$ cat src/rtl/ir_encoder_pkg.sv
// Shared definitions for the instruction encoder: IRN codes (same numbering
// as the decode stage), MIPS opcode/func constants, field bit ranges and
// small packing helpers.
package ir_encoder_pkg;

  localparam int irn_size = 6;

  // Code 0 and codes above IRN_MFC0 are undefined and get rejected.
  typedef enum logic [irn_size-1:0] {
    IRN_NONE  = 6'd0,
    IRN_ADD   = 6'd1,  IRN_ADDU  = 6'd2,  IRN_SUB   = 6'd3,  IRN_SUBU  = 6'd4,
    IRN_AND   = 6'd5,  IRN_OR    = 6'd6,  IRN_XOR   = 6'd7,  IRN_NOR   = 6'd8,
    IRN_SLT   = 6'd9,  IRN_SLTU  = 6'd10, IRN_SLLV  = 6'd11, IRN_SRLV  = 6'd12,
    IRN_SRAV  = 6'd13, IRN_SLL   = 6'd14, IRN_SRL   = 6'd15, IRN_SRA   = 6'd16,
    IRN_MULT  = 6'd17, IRN_MULTU = 6'd18, IRN_DIV   = 6'd19, IRN_DIVU  = 6'd20,
    IRN_MTHI  = 6'd21, IRN_MTLO  = 6'd22, IRN_MFHI  = 6'd23, IRN_MFLO  = 6'd24,
    IRN_JR    = 6'd25, IRN_JALR  = 6'd26, IRN_ADDI  = 6'd27, IRN_ADDIU = 6'd28,
    IRN_ANDI  = 6'd29, IRN_ORI   = 6'd30, IRN_XORI  = 6'd31, IRN_LUI   = 6'd32,
    IRN_SLTI  = 6'd33, IRN_SLTIU = 6'd34, IRN_LB    = 6'd35, IRN_LBU   = 6'd36,
    IRN_LH    = 6'd37, IRN_LHU   = 6'd38, IRN_LW    = 6'd39, IRN_SB    = 6'd40,
    IRN_SH    = 6'd41, IRN_SW    = 6'd42, IRN_BEQ   = 6'd43, IRN_BNE   = 6'd44,
    IRN_BLEZ  = 6'd45, IRN_BGTZ  = 6'd46, IRN_BLTZ  = 6'd47, IRN_BGEZ  = 6'd48,
    IRN_J     = 6'd49, IRN_JAL   = 6'd50, IRN_ERET  = 6'd51, IRN_MTC0  = 6'd52,
    IRN_MFC0  = 6'd53
  } irn_e;

  // Field bit ranges
  localparam int OP_HI = 31, OP_LO = 26;
  localparam int RS_HI = 25, RS_LO = 21;
  localparam int RT_HI = 20, RT_LO = 16;
  localparam int RD_HI = 15, RD_LO = 11;
  localparam int SH_HI = 10, SH_LO = 6;
  localparam int FN_HI = 5,  FN_LO = 0;

  // Opcodes
  localparam logic [5:0] OP_SPECIAL = 6'h00, OP_REGIMM = 6'h01, OP_J = 6'h02,
                         OP_JAL = 6'h03, OP_BEQ = 6'h04, OP_BNE = 6'h05,
                         OP_BLEZ = 6'h06, OP_BGTZ = 6'h07, OP_ADDI = 6'h08,
                         OP_ADDIU = 6'h09, OP_SLTI = 6'h0a, OP_SLTIU = 6'h0b,
                         OP_ANDI = 6'h0c, OP_ORI = 6'h0d, OP_XORI = 6'h0e,
                         OP_LUI = 6'h0f, OP_COP0 = 6'h10, OP_LB = 6'h20,
                         OP_LH = 6'h21, OP_LW = 6'h23, OP_LBU = 6'h24,
                         OP_LHU = 6'h25, OP_SB = 6'h28, OP_SH = 6'h29, OP_SW = 6'h2b;

  // Func codes for op 0
  localparam logic [5:0] FN_SLL = 6'h00, FN_SRL = 6'h02, FN_SRA = 6'h03,
                         FN_SLLV = 6'h04, FN_SRLV = 6'h06, FN_SRAV = 6'h07,
                         FN_JR = 6'h08, FN_JALR = 6'h09, FN_MFHI = 6'h10,
                         FN_MTHI = 6'h11, FN_MFLO = 6'h12, FN_MTLO = 6'h13,
                         FN_MULT = 6'h18, FN_MULTU = 6'h19, FN_DIV = 6'h1a,
                         FN_DIVU = 6'h1b, FN_ADD = 6'h20, FN_ADDU = 6'h21,
                         FN_SUB = 6'h22, FN_SUBU = 6'h23, FN_AND = 6'h24,
                         FN_OR = 6'h25, FN_XOR = 6'h26, FN_NOR = 6'h27,
                         FN_SLT = 6'h2a, FN_SLTU = 6'h2b;

  localparam logic [31:0] ERET_WORD = 32'h4200_0018;

  // R-type word with op 0; caller passes zeros for unused fields.
  function automatic logic [31:0] pack_r(input logic [4:0] rs, input logic [4:0] rt,
                                         input logic [4:0] rd, input logic [4:0] sh,
                                         input logic [5:0] fn);
    logic [31:0] w;
    w = '0;
    w[OP_HI:OP_LO] = OP_SPECIAL;
    w[RS_HI:RS_LO] = rs;
    w[RT_HI:RT_LO] = rt;
    w[RD_HI:RD_LO] = rd;
    w[SH_HI:SH_LO] = sh;
    w[FN_HI:FN_LO] = fn;
    return w;
  endfunction

  // I-type word.
  function automatic logic [31:0] pack_i(input logic [5:0] op, input logic [4:0] rs,
                                         input logic [4:0] rt, input logic [15:0] imm);
    logic [31:0] w;
    w = '0;
    w[OP_HI:OP_LO] = op;
    w[RS_HI:RS_LO] = rs;
    w[RT_HI:RT_LO] = rt;
    w[15:0]        = imm;
    return w;
  endfunction

endpackage

$ cat src/rtl/ir_encoder_if.sv
// Request/response bundle of the instruction encoder.
//
// Handshake: a transfer happens on a rising clk edge where valid && ready.
// The producer holds valid and its payload until that edge; ready never
// depends combinationally on valid. The same rule applies to both sides.
interface ir_encoder_if;
  import ir_encoder_pkg::*;

  logic                in_valid;
  logic                in_ready;
  logic [irn_size-1:0] in_irn;
  logic [4:0]          in_rs;
  logic [4:0]          in_rt;
  logic [4:0]          in_rd;
  logic [4:0]          in_shamt;
  logic [25:0]         in_imm;
  logic                out_valid;
  logic                out_ready;
  logic [31:0]         out_word;

  modport master (
    output in_valid, in_irn, in_rs, in_rt, in_rd, in_shamt, in_imm, out_ready,
    input  in_ready, out_valid, out_word
  );

  modport slave (
    input  in_valid, in_irn, in_rs, in_rt, in_rd, in_shamt, in_imm, out_ready,
    output in_ready, out_valid, out_word
  );

endinterface

$ cat src/rtl/ir_field_pack.sv
// Combinational packer: IRN plus raw fields in, 32-bit MIPS word out.
// Fields an instruction does not use are forced to zero.
module ir_field_pack
  import ir_encoder_pkg::*;
(
  input  logic [irn_size-1:0] irn,
  input  logic [4:0]          rs,
  input  logic [4:0]          rt,
  input  logic [4:0]          rd,
  input  logic [4:0]          shamt,
  input  logic [25:0]         imm,
  output logic [31:0]         word,
  output logic                valid_irn
);

  logic [15:0] imm16;
  assign imm16 = imm[15:0];

  // Select the packing form for each IRN; undefined codes flag invalid.
  always_comb begin
    word      = '0;
    valid_irn = 1'b1;
    case (irn)
      IRN_ADD:   word = pack_r(rs, rt, rd, 5'd0, FN_ADD);
      IRN_ADDU:  word = pack_r(rs, rt, rd, 5'd0, FN_ADDU);
      IRN_SUB:   word = pack_r(rs, rt, rd, 5'd0, FN_SUB);
      IRN_SUBU:  word = pack_r(rs, rt, rd, 5'd0, FN_SUBU);
      IRN_AND:   word = pack_r(rs, rt, rd, 5'd0, FN_AND);
      IRN_OR:    word = pack_r(rs, rt, rd, 5'd0, FN_OR);
      IRN_XOR:   word = pack_r(rs, rt, rd, 5'd0, FN_XOR);
      IRN_NOR:   word = pack_r(rs, rt, rd, 5'd0, FN_NOR);
      IRN_SLT:   word = pack_r(rs, rt, rd, 5'd0, FN_SLT);
      IRN_SLTU:  word = pack_r(rs, rt, rd, 5'd0, FN_SLTU);
      IRN_SLLV:  word = pack_r(rs, rt, rd, 5'd0, FN_SLLV);
      IRN_SRLV:  word = pack_r(rs, rt, rd, 5'd0, FN_SRLV);
      IRN_SRAV:  word = pack_r(rs, rt, rd, 5'd0, FN_SRAV);
      IRN_SLL:   word = pack_r(5'd0, rt, rd, shamt, FN_SLL);
      IRN_SRL:   word = pack_r(5'd0, rt, rd, shamt, FN_SRL);
      IRN_SRA:   word = pack_r(5'd0, rt, rd, shamt, FN_SRA);
      IRN_MULT:  word = pack_r(rs, rt, 5'd0, 5'd0, FN_MULT);
      IRN_MULTU: word = pack_r(rs, rt, 5'd0, 5'd0, FN_MULTU);
      IRN_DIV:   word = pack_r(rs, rt, 5'd0, 5'd0, FN_DIV);
      IRN_DIVU:  word = pack_r(rs, rt, 5'd0, 5'd0, FN_DIVU);
      IRN_MTHI:  word = pack_r(rs, 5'd0, 5'd0, 5'd0, FN_MTHI);
      IRN_MTLO:  word = pack_r(rs, 5'd0, 5'd0, 5'd0, FN_MTLO);
      IRN_MFHI:  word = pack_r(5'd0, 5'd0, rd, 5'd0, FN_MFHI);
      IRN_MFLO:  word = pack_r(5'd0, 5'd0, rd, 5'd0, FN_MFLO);
      IRN_JR:    word = pack_r(rs, 5'd0, 5'd0, 5'd0, FN_JR);
      IRN_JALR:  word = pack_r(rs, 5'd0, rd, 5'd0, FN_JALR);
      IRN_ADDI:  word = pack_i(OP_ADDI, rs, rt, imm16);
      IRN_ADDIU: word = pack_i(OP_ADDIU, rs, rt, imm16);
      IRN_ANDI:  word = pack_i(OP_ANDI, rs, rt, imm16);
      IRN_ORI:   word = pack_i(OP_ORI, rs, rt, imm16);
      IRN_XORI:  word = pack_i(OP_XORI, rs, rt, imm16);
      IRN_LUI:   word = pack_i(OP_LUI, 5'd0, rt, imm16);
      IRN_SLTI:  word = pack_i(OP_SLTI, rs, rt, imm16);
      IRN_SLTIU: word = pack_i(OP_SLTIU, rs, rt, imm16);
      IRN_LB:    word = pack_i(OP_LB, rs, rt, imm16);
      IRN_LBU:   word = pack_i(OP_LBU, rs, rt, imm16);
      IRN_LH:    word = pack_i(OP_LH, rs, rt, imm16);
      IRN_LHU:   word = pack_i(OP_LHU, rs, rt, imm16);
      IRN_LW:    word = pack_i(OP_LW, rs, rt, imm16);
      IRN_SB:    word = pack_i(OP_SB, rs, rt, imm16);
      IRN_SH:    word = pack_i(OP_SH, rs, rt, imm16);
      IRN_SW:    word = pack_i(OP_SW, rs, rt, imm16);
      IRN_BEQ:   word = pack_i(OP_BEQ, rs, rt, imm16);
      IRN_BNE:   word = pack_i(OP_BNE, rs, rt, imm16);
      IRN_BLEZ:  word = pack_i(OP_BLEZ, rs, 5'd0, imm16);
      IRN_BGTZ:  word = pack_i(OP_BGTZ, rs, 5'd0, imm16);
      IRN_BLTZ:  word = pack_i(OP_REGIMM, rs, 5'd0, imm16);
      IRN_BGEZ:  word = pack_i(OP_REGIMM, rs, 5'd1, imm16);
      IRN_J:     word = {OP_J, imm};
      IRN_JAL:   word = {OP_JAL, imm};
      IRN_ERET:  word = ERET_WORD;
      IRN_MTC0:  word = {OP_COP0, 5'd4, rt, rd, 11'd0};
      IRN_MFC0:  word = {OP_COP0, 5'd0, rt, rd, 11'd0};
      default:   valid_irn = 1'b0;
    endcase
  end

endmodule

$ cat src/rtl/ir_encoder.sv
// Instruction encoder top: packs accepted requests and queues the words in
// a DEPTH-entry FIFO. Requests with an undefined IRN are consumed, dropped
// and counted.
module ir_encoder
  import ir_encoder_pkg::*;
#(
  parameter int DEPTH = 4,
  parameter int ERR_W = 8
) (
  input  logic             clk,
  input  logic             reset,
  ir_encoder_if.slave      bus,
  output logic             err,
  output logic [ERR_W-1:0] err_cnt
);

  localparam int AW = $clog2(DEPTH);
  localparam int CW = AW + 1;

  logic [31:0]   mem [DEPTH];
  logic [AW-1:0] wr_ptr;
  logic [AW-1:0] rd_ptr;
  logic [CW-1:0] count;
  logic [31:0]   last_word;
  logic [31:0]   enc_word;
  logic          enc_valid;
  logic          accept;
  logic          push;
  logic          pop;

  ir_field_pack u_pack (
    .irn       (bus.in_irn),
    .rs        (bus.in_rs),
    .rt        (bus.in_rt),
    .rd        (bus.in_rd),
    .shamt     (bus.in_shamt),
    .imm       (bus.in_imm),
    .word      (enc_word),
    .valid_irn (enc_valid)
  );

  // Flags come from the count register only, so there is no path from
  // in_valid or out_ready; a full FIFO refuses input even while draining.
  assign bus.in_ready  = (count != CW'(DEPTH));
  assign bus.out_valid = (count != '0);
  assign accept        = bus.in_valid && bus.in_ready;
  assign push          = accept && enc_valid;
  assign pop           = bus.out_valid && bus.out_ready;

  // When empty, show the last word that left (0 after reset) rather than a
  // stale slot the read pointer happens to sit on.
  assign bus.out_word = bus.out_valid ? mem[rd_ptr] : last_word;

  // Storage write; contents need no reset because count gates visibility.
  always_ff @(posedge clk) begin
    if (push) mem[wr_ptr] <= enc_word;
  end

  // Pointers, occupancy and the last-popped word.
  always_ff @(posedge clk or posedge reset) begin
    if (reset) begin
      wr_ptr    <= '0;
      rd_ptr    <= '0;
      count     <= '0;
      last_word <= '0;
    end else begin
      if (push) wr_ptr <= wr_ptr + AW'(1);
      if (pop) begin
        rd_ptr    <= rd_ptr + AW'(1);
        last_word <= mem[rd_ptr];
      end
      case ({push, pop})
        2'b10:   count <= count + CW'(1);
        2'b01:   count <= count - CW'(1);
        default: count <= count;
      endcase
    end
  end

  // Rejected-IRN pulse and saturating counter.
  always_ff @(posedge clk or posedge reset) begin
    if (reset) begin
      err     <= 1'b0;
      err_cnt <= '0;
    end else begin
      err <= accept && !enc_valid;
      if (accept && !enc_valid && (err_cnt != '1)) err_cnt <= err_cnt + ERR_W'(1);
    end
  end

endmodule

$ cat src/flat_wrapper.sv
// flat-port wrapper written by rule: the top's interface ports become plain ports
module ir_encoder_flat import ir_encoder_pkg::*;
#(
  parameter int DEPTH = 4,
  parameter int ERR_W = 8
)
  (clk, reset, err, err_cnt, bus_in_valid, bus_in_irn, bus_in_rs, bus_in_rt, bus_in_rd, bus_in_shamt, bus_in_imm, bus_out_ready, bus_in_ready, bus_out_valid, bus_out_word);
  ir_encoder_if bus_i ();
  input  logic clk;
  input  logic reset;
  output logic err;
  output logic [ERR_W-1:0] err_cnt;
  input wire logic [$bits(bus_i.in_valid)-1:0] bus_in_valid;
  input wire logic [$bits(bus_i.in_irn)-1:0] bus_in_irn;
  input wire logic [$bits(bus_i.in_rs)-1:0] bus_in_rs;
  input wire logic [$bits(bus_i.in_rt)-1:0] bus_in_rt;
  input wire logic [$bits(bus_i.in_rd)-1:0] bus_in_rd;
  input wire logic [$bits(bus_i.in_shamt)-1:0] bus_in_shamt;
  input wire logic [$bits(bus_i.in_imm)-1:0] bus_in_imm;
  input wire logic [$bits(bus_i.out_ready)-1:0] bus_out_ready;
  output wire logic [$bits(bus_i.in_ready)-1:0] bus_in_ready;
  output wire logic [$bits(bus_i.out_valid)-1:0] bus_out_valid;
  output wire logic [$bits(bus_i.out_word)-1:0] bus_out_word;
  assign bus_i.in_valid = bus_in_valid;
  assign bus_i.in_irn = bus_in_irn;
  assign bus_i.in_rs = bus_in_rs;
  assign bus_i.in_rt = bus_in_rt;
  assign bus_i.in_rd = bus_in_rd;
  assign bus_i.in_shamt = bus_in_shamt;
  assign bus_i.in_imm = bus_in_imm;
  assign bus_i.out_ready = bus_out_ready;
  assign bus_in_ready = bus_i.in_ready;
  assign bus_out_valid = bus_i.out_valid;
  assign bus_out_word = bus_i.out_word;
  ir_encoder #(.DEPTH(DEPTH), .ERR_W(ERR_W)) u_core (.clk(clk), .reset(reset), .bus(bus_i), .err(err), .err_cnt(err_cnt));
endmodule
$ cat config.mk
export PLATFORM = sky130hd
export DESIGN_NAME = ir_encoder_flat
export DESIGN_NICKNAME = d
export VERILOG_FILES = /design/src/rtl/ir_encoder_pkg.sv /design/src/rtl/ir_encoder_if.sv /design/src/rtl/ir_field_pack.sv /design/src/rtl/ir_encoder.sv /design/src/flat_wrapper.sv
export SDC_FILE = /design/constraint.sdc
export NUM_CORES = 1
export LEC_CHECK = 0
export ABC_AREA = 1
export CAP_MARGIN = 5
export CORE_ASPECT_RATIO = 0.7
export CORE_MARGIN = 2
export CORE_UTILIZATION = 64
export CTS_BUF_LIST = sky130_fd_sc_hd__clkbuf_8
export DETAILED_ROUTE_END_ITERATION = 16
export PLACE_DENSITY_LB_ADDON = 0.2
export SLEW_MARGIN = 10
export SYNTH_ARGS = -nofsm -noshare
export SYNTH_HDL_FRONTEND = slang
export SYNTH_SLANG_ARGS = --single-unit
export TNS_END_PERCENT = 5
$ cat constraint.sdc
create_clock -name clk -period 6.2 [get_ports clk]
set_input_delay 1.24 -clock clk [delete_from_list [all_inputs] [get_ports clk]]
set_output_delay 1.24 -clock clk [all_outputs]
set_load 0.1 [all_outputs]
==> impl_metrics.yaml, run 1 <==
critical_path:
  crit_arrival_ps: 3540
  cp-end-kind: "output pin"
  r2r_cells: 9
  critical_path_required_ps: 4960
  r2r-start: "u_core.count[0]"
  worstSetupStartpointType: "flip-flop"
  criticalPathCategory: "flip-flop to output pin"
  rrSetupSlack_ps: 3640
  critPathMaxFanout: 34
  rr_endpoint: "u_core.count[1]"
finish:
  syn_to_final_growth_pct: 16.4
  antenna_cells: 0
  multi_input_area_um2: 3930
  final_core_util_pct: 77.2
  regArea_um2: 5050
  design_area_um2: 10900
  num-nets-final: 1226
  drive_gt1_share_pct: 7.48
  fillers: 953
timing:
  finalSetupViolCount: 0
  slew_headroom_pct: 31.6
  final.setup.tns_ps: 0
  worst_pin_slew_ps: 1020
  fmax_mhz: 209
  fin_crit_ps: 4780
  hold_violations: 0
  clock-skew-final_ps: 13.3
  worst_slack_ps: 1420
  final_max_slew_viol_count: 0
  fin_crit_sh_pct: 77.1
  rsz0062_at_grt: "false"
synth:
  synth_top_area_cell: "edfxtp_1"
  ys_seq_area_share_pct: 53.7
  ys_dominant_reg_cell: "edfxtp_1"
  yosys_warnings: 0
  ys_top_cells_by_area: "edfxtp_1, nand2_1, dfrtp_1"
  syn_area_um2: 9390
  synth.most_common_cell: "nand2_1"
  synthArstFlopShare_pct: 27.3
  synth_seq_cells: 176
  synthesis.nets: 1144
  synthCells: 1081
  syn_area_per_cell_um2: 8.68
  synth_top_area_share_pct: 40.9
  ys_top_cells_by_count: "nand2_1, edfxtp_1, a21oi_1"
  synth.distinct_cells: 36
  synth_edf_count: 128
route:
  wire_per_inst_um: 18.1
  remaining_drc_errors: 0
  antenna_left: 0
  first_pass_iters: 5
  via_per_inst: 6.11
  drt_iter0_markers: 947
  via_count: 8353
  wirelength_mm: 24.7
global_routing:
  antenna_found_initial: 0
  grt_pass1_vias: 7676
  grt_use_total_pct: 32.3
  grt_pass1_wl_mm: 39.2
  grt_start_max_net_pins: 67
  overflow: 0
placement:
  dpl-instance-area_um2: 10500
  dp_hpwl_mm: 17.3
  post-place-ws_ps: 1540
  routabilityCongestion: 1.01
  port_buffers: 98
clocking:
  hold_buffers: 0
  cts_buffer_depth: 2
  cts_setup_buffers: 0
  cts.sinks: 176
  clk_latency_ps: 460
  cts_resized: 0
  cts_buffers: 17
  htree_levels: 4
  cts_tree: "yes"
  clkSlewWorstSetupHoldPaths_ps: 100
  cts-root-buf: "clkbuf_8"
floorplanning:
  ios: 99
  rows: 36
  fp.dieH_um: 105
  die_width_um: 149
  start_util_pct: 66.4
  dieArea_um2: 15700
  core-area_um2: 14100
hold_path:
  hold_depth: 2
  min_to: "u_core.last_word[7]"
  hp-start: "u_core.last_word[7]"
  hold_path.class: "flip-flop to flip-flop"
power_and_ir_drop:
  p_leak_nw: 4.44
  p_total_mw: 5.82
  max-vdd-ir-drop_v: 0.000608
  power_density_nw_per_um2: 533
run_status:
  run_status: "completed"
flow_run:
  drv_cap: 0
where the power goes:
group          switching, mW  leakage (nW)  internal, mW
Combinational           2.56          2.45         0.768
Sequential             0.119          1.78          1.55
Clock                  0.439         0.205         0.383
final cells by class:
cell class / count / share of cell area (%)
Timing Repair Buffer: 109 / 9.73
Multi-Input combinational cell: 798 / 36.0
Tap cell: 190 / 2.18
Sequential cell: 176 / 46.2
Clock buffer: 18 / 2.27
Inverter: 61 / 2.10
Clock inverter: 14 / 1.58
metrics by stage:
step | hold WS, ps | std cells
6_report | 494 | 1366
5_1_grt | 515 | 1366
4_1_cts | 497 | 1366
3_5_place_dp | 473 | 1334
3_3_place_gp | 465 | 1334
2_1_floorplan | 453 | 1081
worst max-delay path by stage:
stage                      from                to  slack (ps)  cells after the start
3_3_place_gp      bus_in_irn[4]   u_core.count[1]        1710                     14
4_1_cts        u_core.rd_ptr[0]  bus_out_word[28]        1420                      6
5_1_grt        u_core.rd_ptr[1]  bus_out_word[17]        1280                      6
3_5_place_dp      bus_in_irn[4]   u_core.count[1]        1540                     14
2_1_floorplan   u_core.count[0]  bus_out_word[23]        1070                      5
6_report       u_core.rd_ptr[0]  bus_out_word[28]        1420                      6
worst max-delay path, stage by stage, from the launching register on:
cell and delay, ps:
dfrtp_2 410, clkinv_1 520, buf_4 320, nand2_1 70, a32o_1 230, o21ai_0 310, clkdlybuf4s50_1 1200
flip-flops by register name (all words and copies together) (netlist names):
register / cells
u_core.count: 3
u_core.err: 1
u_core.err_cnt: 8
u_core.last_word: 32
u_core.mem: 128
u_core.rd_ptr: 2
u_core.wr_ptr: 2
per-layer routing:
layer / vias to the layer above / part of all wire (%) / global-route usage (%)
met2: 454 / 44 / 48.7
met5: - / 0 / 0
met3: 41 / 10 / 7.62
met1: 3919 / 44 / 47.3
li1: 3939 / - / -
met4: 0 / 1.7 / 9.05
cell usage in the layout, fill, tap and decap left out, types with 2 or more instances in the layout:
cell type        Yosys  layout
o211ai_1             5       5
nor2_2              11      15
nand3_2              8       8
nor2_4               2       2
nand3b_1             2       2
nor2_1              68      64
o21ai_0            101     101
nand2_2              7       8
clkbuf_8             0      18
inv_6                0       3
a31oi_1              5       5
dfrtp_1             48      47
a32o_1              32      32
buf_4                3      11
inv_2                8       9
clkinv_1             7       8
ha_1                 6       6
inv_1               46      44
a21oi_1            111     111
a211oi_1             6       6
o22ai_1              3       3
edfxtp_1           128     128
nand2_1            328     327
nand3_1             46      46
xor2_1               6       6
nor3_1              22      22
xnor2_1              3       3
clkdlybuf4s50_1      0      98
nand4_1             19      19
bufinv_16            0       2
clkinvlp_4           0       3
nand4_2              2       2
inv_8                0       3
cell families after synthesis:
kind of cell | Yosys count | synth area share, %
DFF | 176 | 53.7
xor gates and xnor gates | 9 | 0.840
AOI/OAI and AO/OA | 263 | 16.1
adders and majority gates | 7 | 1.01
buffers and inverters | 107 | 4.53
and+or+nand+nor | 519 | 23.7
No activity file was read; power rests on OpenSTA's default activity.
==> inputs of run 2 (changes only) <==
Settings changed: CORE_UTILIZATION 64 to 59.
Clock period 6.2 ns to 4.48 ns, I/O delays scaled along.
==> run 2 against run 1 <==
Wire length up 9.3%. Sequential share of layout area down 0.88 points. Setup slack worse by 800 ps. Sequential power up 41%. Cell count up 1.8%. Flip-flop and latch count unchanged.
==> impl_metrics.yaml, run 2 (synthesized netlist as in run 1, its figures left out) <==
run_status:
  run_status: "completed"
finish:
  drive_gt1_share_pct: 11.3
  largest_registers: "u_core.mem x128, u_core.last_word x32, u_core.err_cnt x8"
  largest_reg_flops: 128
  antenna_cells: 0
  syn_to_final_growth_pct: 18.7
  layout_commonest_cell: "nand2_1"
  final_cell_mix: "nand2_1, edfxtp_1, a21oi_1, o21ai_0, clkdlybuf4s50_1"
  num-nets-final: 1240
  fillers: 1184
  regMostFlops: "u_core.mem"
timing:
  final.setup.tns_ps: 0
  finalSetupViolCount: 0
  fin_crit_sh_pct: 86.1
  clock-skew-final_ps: 14.9
  rsz0062_at_grt: "false"
  fin_crit_ps: 3860
  timing.hold.ws_ps: 492
  hold_violations: 0
  slew_headroom_pct: 33.2
  final_max_slew_viol_count: 0
  worst_pin_slew_ps: 999
  fmax_mhz: 259
power_and_ir_drop:
  power_density_nw_per_um2: 749
  clock_power_share_pct: 13.0
  swShare_pct: 53.6
  internal-power_mw: 3.88
  p_leak_nw: 4.60
  p_seq_share_pct: 28.2
  combPwrFrac_pct: 58.8
  max-vdd-ir-drop_v: 0.00112
  p_sw_mw: 4.47
  p_total_mw: 8.35
clocking:
  cts_tree: "yes"
  cts.sinks: 176
  htree_levels: 4
  cts-root-buf: "clkbuf_8"
  cts_buffers: 17
  clkSlewWorstSetupHoldPaths_ps: 110
  hold_buffers: 0
  cts_setup_buffers: 0
  cts_resized: 0
  clk_latency_ps: 460
  cts_buffer_depth: 2
floorplanning:
  start_util_pct: 60.4
  core-area_um2: 15500
  fp.dieH_um: 110
  die_width_um: 155
  dieArea_um2: 17000
  rows: 38
  ios: 99
hold_path:
  hold_path.class: "flip-flop to flip-flop"
  hp-start: "u_core.rd_ptr[1]"
  hold_depth: 1
critical_path:
  criticalPathCategory: "flip-flop to output pin"
  critical_path_required_ps: 3580
  cp_cell_sequence: "nor2_1, nand2_1, clkinv_1, buf_4, o21ai_0, buf_4"
  cp_slowest_cell: "clkinv_1"
  r2r_cells: 11
  critPathMaxFanout: 35
  cp-end-kind: "output pin"
  r2r-start: "u_core.count[0]"
  crit_family: "buffers and inverters"
  worstSetupStartpointType: "flip-flop"
  critPathLaunch: "u_core.count[0]"
  cp_common_cell: "buf_4"
  crit_arrival_ps: 2960
  crit_buf_inv: 3
  rrSetupSlack_ps: 1900
  crit_cells: 6
  critPathMaxStageDelay_ps: 760
global_routing:
  grt_pass1_vias: 7975
  overflow: 0
  antenna_found_initial: 0
  grt_start_max_net_pins: 66
  grt_use_total_pct: 32.9
  grt_pass1_wl_mm: 42.4
placement:
  routabilityCongestion: 1.06
  port_buffers: 98
  dp_hpwl_mm: 19.4
route:
  via_count: 8535
  via_per_inst: 6.14
  antenna_left: 0
  remaining_drc_errors: 0
  wire_per_inst_um: 19.5
  first_pass_iters: 8
  wirelength_mm: 27.0
  drt_iter0_markers: 1286
flow_run:
  drv_cap: 0
run 2: cell types whose count changed in the layout (fill, tap and decap cells not counted):
cell             before  now
clkinvlp_4            3    1
buf_4                11   41
buf_12                0   16
clkdlybuf4s50_1      98   66
bufinv_16             2    0
inv_12                0    1
inv_8                 3    2
clkinv_8              1    3
clkbuf_8             18   17
inv_6                 3    6
run 2: metrics by stage:
step	cell area (um^2)	instances	utilization, %	setup WS [ps]
floorplan	9390	1081	-	-310
global placement	10700	1358	69.1	467
detailed placement	10700	1358	69.1	440
CTS	11100	1390	71.6	623
global route	11100	1390	71.6	427
finish	11100	1390	71.6	621
run 2: final timing paths:
| check | end |
|---|---|
| setup / recovery | bus_out_word[1] |
| hold / removal | u_core.rd_ptr[1] |
| setup reg to reg | u_core.count[2] |
| hold reg to reg | u_core.rd_ptr[1] |
| max in group asynchronous | u_core.last_word[5] |
| min in group asynchronous | u_core.last_word[20] |
run 2: worst register-to-register path, cell delays in order, from the launching register on:
cell,delay (ps)
dfrtp_1,420
nor2_1,160
nand2_1,100
nand2_1,150
clkinv_1,330
nand2_2,300
ha_1,180
inv_1,60
fa_1,370
a21oi_1,140
o21ai_0,110
xor2_1,150
run 2: power groups by stage:
stage	Combinational [mW]	Sequential [mW]	Clock, mW
finish	4.91	2.36	1.08
global route	5.17	2.39	1.16
CTS	4.90	2.35	1.09
detailed placement	4.88	2.38	0
global placement	4.82	2.36	0
floorplan	3.38	2.44	0
run 2: per-layer routing:
layer  up-vias  routed length [um]  global-route usage, %  share of wire [%]
met2       495               12200                   52.1                 45
met1      3998               11800                   46.8                 44
met3        58                2600                   7.80                9.6
met5         -                   0                      0                  0
li1       3984                   -                      -                  -
met4         0                 451                   7.94                1.7
run 2: area by class of cell:
class                      instances  area [um^2]  area share [%]
multi-input combinational        798         3930            35.3
tap                              200          250            2.25
sequential                       176         5050            45.3
clock inverter                    15          161            1.45
clock buffer                      17          234            2.10
timing repair buffer             123         1290            11.6
inverter                          61          229            2.06
==> inputs of run 3 (changes only) <==
Settings changed: CORE_MARGIN 2 to 10, CORE_UTILIZATION 59 to 50.
==> run 3 against run 2 <==
Wire length up 2.5%. Total power down 3.7%. Clock-buffer cell count unchanged. Clock power up 6%. Sequential share of layout area up 0.43 points.
==> impl_metrics.yaml, run 3 (synthesized netlist as in run 1, its figures left out) <==
finish:
  stdcell_count: 1424
  regArea_um2: 5050
  regMostFlops: "u_core.mem"
  syn_to_final_growth_pct: 17.5
  largest_registers: "u_core.mem x128, u_core.last_word x32, u_core.err_cnt x8"
  multi_input_area_um2: 3930
  layout_commonest_cell: "nand2_1"
  largest_reg_flops: 128
  final_core_util_pct: 60.6
  num-nets-final: 1238
  design_area_um2: 11000
  fillers: 1560
  final_cell_mix: "nand2_1, edfxtp_1, a21oi_1, o21ai_0, clkdlybuf4s50_1"
  antenna_cells: 0
  drive_gt1_share_pct: 11.2
route:
  first_pass_iters: 6
  wl_met2_mm: 12.0
  via_count: 8288
  drt_iter0_markers: 939
  dr.max_layer_used: "met4"
  via_per_inst: 5.82
  wirelength_mm: 27.7
  m1WireLength_mm: 12.9
  antenna_left: 0
  remaining_drc_errors: 0
  wire_per_inst_um: 19.5
  wl_met3_mm: 2.42
timing:
  slew_headroom_pct: 31.9
  hold_violations: 0
  finalSetupViolCount: 0
  worst_pin_slew_ps: 1020
  fmax_mhz: 253
  fin_crit_sh_pct: 88.3
  fin_crit_ps: 3950
  rsz0062_at_grt: "false"
  clock-skew-final_ps: 12.5
  final_max_slew_viol_count: 0
floorplanning:
  ios: 99
  dieArea_um2: 24700
  fp.dieH_um: 135
  start_util_pct: 51.5
  core-area_um2: 18200
  rows: 41
  die_width_um: 184
global_routing:
  grt_use_total_pct: 22.4
  overflow: 0
  antenna_found_initial: 0
  grt_start_max_net_pins: 66
  grt_pass1_wl_mm: 43.6
  grt_pass1_vias: 7572
placement:
  dp.cells: 1392
  dp_hpwl_mm: 20.2
  dpl-instance-area_um2: 10600
  port_buffers: 98
  routabilityCongestion: 1.01
critical_path:
  critPathMaxStageDelay_ps: 790
  r2r-start: "u_core.count[0]"
  worstSetupStartpointType: "flip-flop"
  critPathLaunch: "u_core.count[0]"
  crit_buf_inv: 3
  cp_common_cell: "buf_4"
  cp-end-kind: "output pin"
  cp_cell_sequence: "nor2_1, nand2_1, clkinv_1, buf_4, o21ai_0, buf_4"
  criticalPathCategory: "flip-flop to output pin"
  crit_family: "buffers and inverters"
  cp_slowest_cell: "clkinv_1"
  crit_arrival_ps: 3060
  critical_path_required_ps: 3580
  critPathMaxFanout: 39
clocking:
  cts_resized: 0
  hold_buffers: 0
  cts-root-buf: "clkbuf_8"
  cts_setup_buffers: 0
  htree_levels: 4
  clk_latency_ps: 470
  clkSlewWorstSetupHoldPaths_ps: 100
  cts_buffer_depth: 2
  cts_buffers: 17
  cts.sinks: 176
  cts_tree: "yes"
power_and_ir_drop:
  max-vdd-ir-drop_v: 0.000892
  p_total_mw: 8.04
  power_density_nw_per_um2: 728
  p_leak_nw: 4.54
flow_run:
  drv_cap: 0
run_status:
  run_status: "completed"
hold_path:
  hold_path.class: "flip-flop to flip-flop"
  hp-start: "u_core.last_word[16]"
-- run 3: per-stage QoR --
stage	hold slack (ps)	setup TNS [ps]	setup slack (ps)
final	493	0	526
after global routing	516	0	208
after CTS	498	0	426
after detailed placement	473	0	327
after global placement	466	0	346
after floorplan	453	-9070	-310
-- run 3: cell type report --
type                            instances  share of cell area [%]
Clock inverter                         15                    1.71
Inverter                               61                    2.08
Multi-Input combinational cell        798                    35.6
Tap cell                              236                    2.68
Sequential cell                       176                    45.7
Clock buffer                           17                    2.12
Timing Repair Buffer                  121                    10.1
-- run 3: per-layer routing --
metal | vias to the layer above | track usage [%]
li1 | 3974 | -
met5 | - | 0
met1 | 3911 | 32.5
met3 | 26 | 5.41
met2 | 377 | 32.9
met4 | 0 | 5.26
-- run 3: power by group --
group	switching, mW	internal [mW]	total [mW]
combinational	3.60	1.00	4.60
clock	0.658	0.480	1.14
sequential	0.156	2.14	2.30
-- run 3: final timing paths --
check	slack, ps	depth (start not counted)	end
max in group asynchronous	2860	3	u_core.last_word[31]
max reg2reg	1880	11	u_core.count[2]
min in group asynchronous	860	2	u_core.err_cnt[4]
min reg2reg	490	2	u_core.last_word[16]
max	530	6	bus_out_word[25]
min	490	2	u_core.last_word[16]
-- run 3: worst min-delay path: stages (launching register included) --
cell	delay [ps]
dfrtp_1	350
nand2_1	50
o21ai_0	60
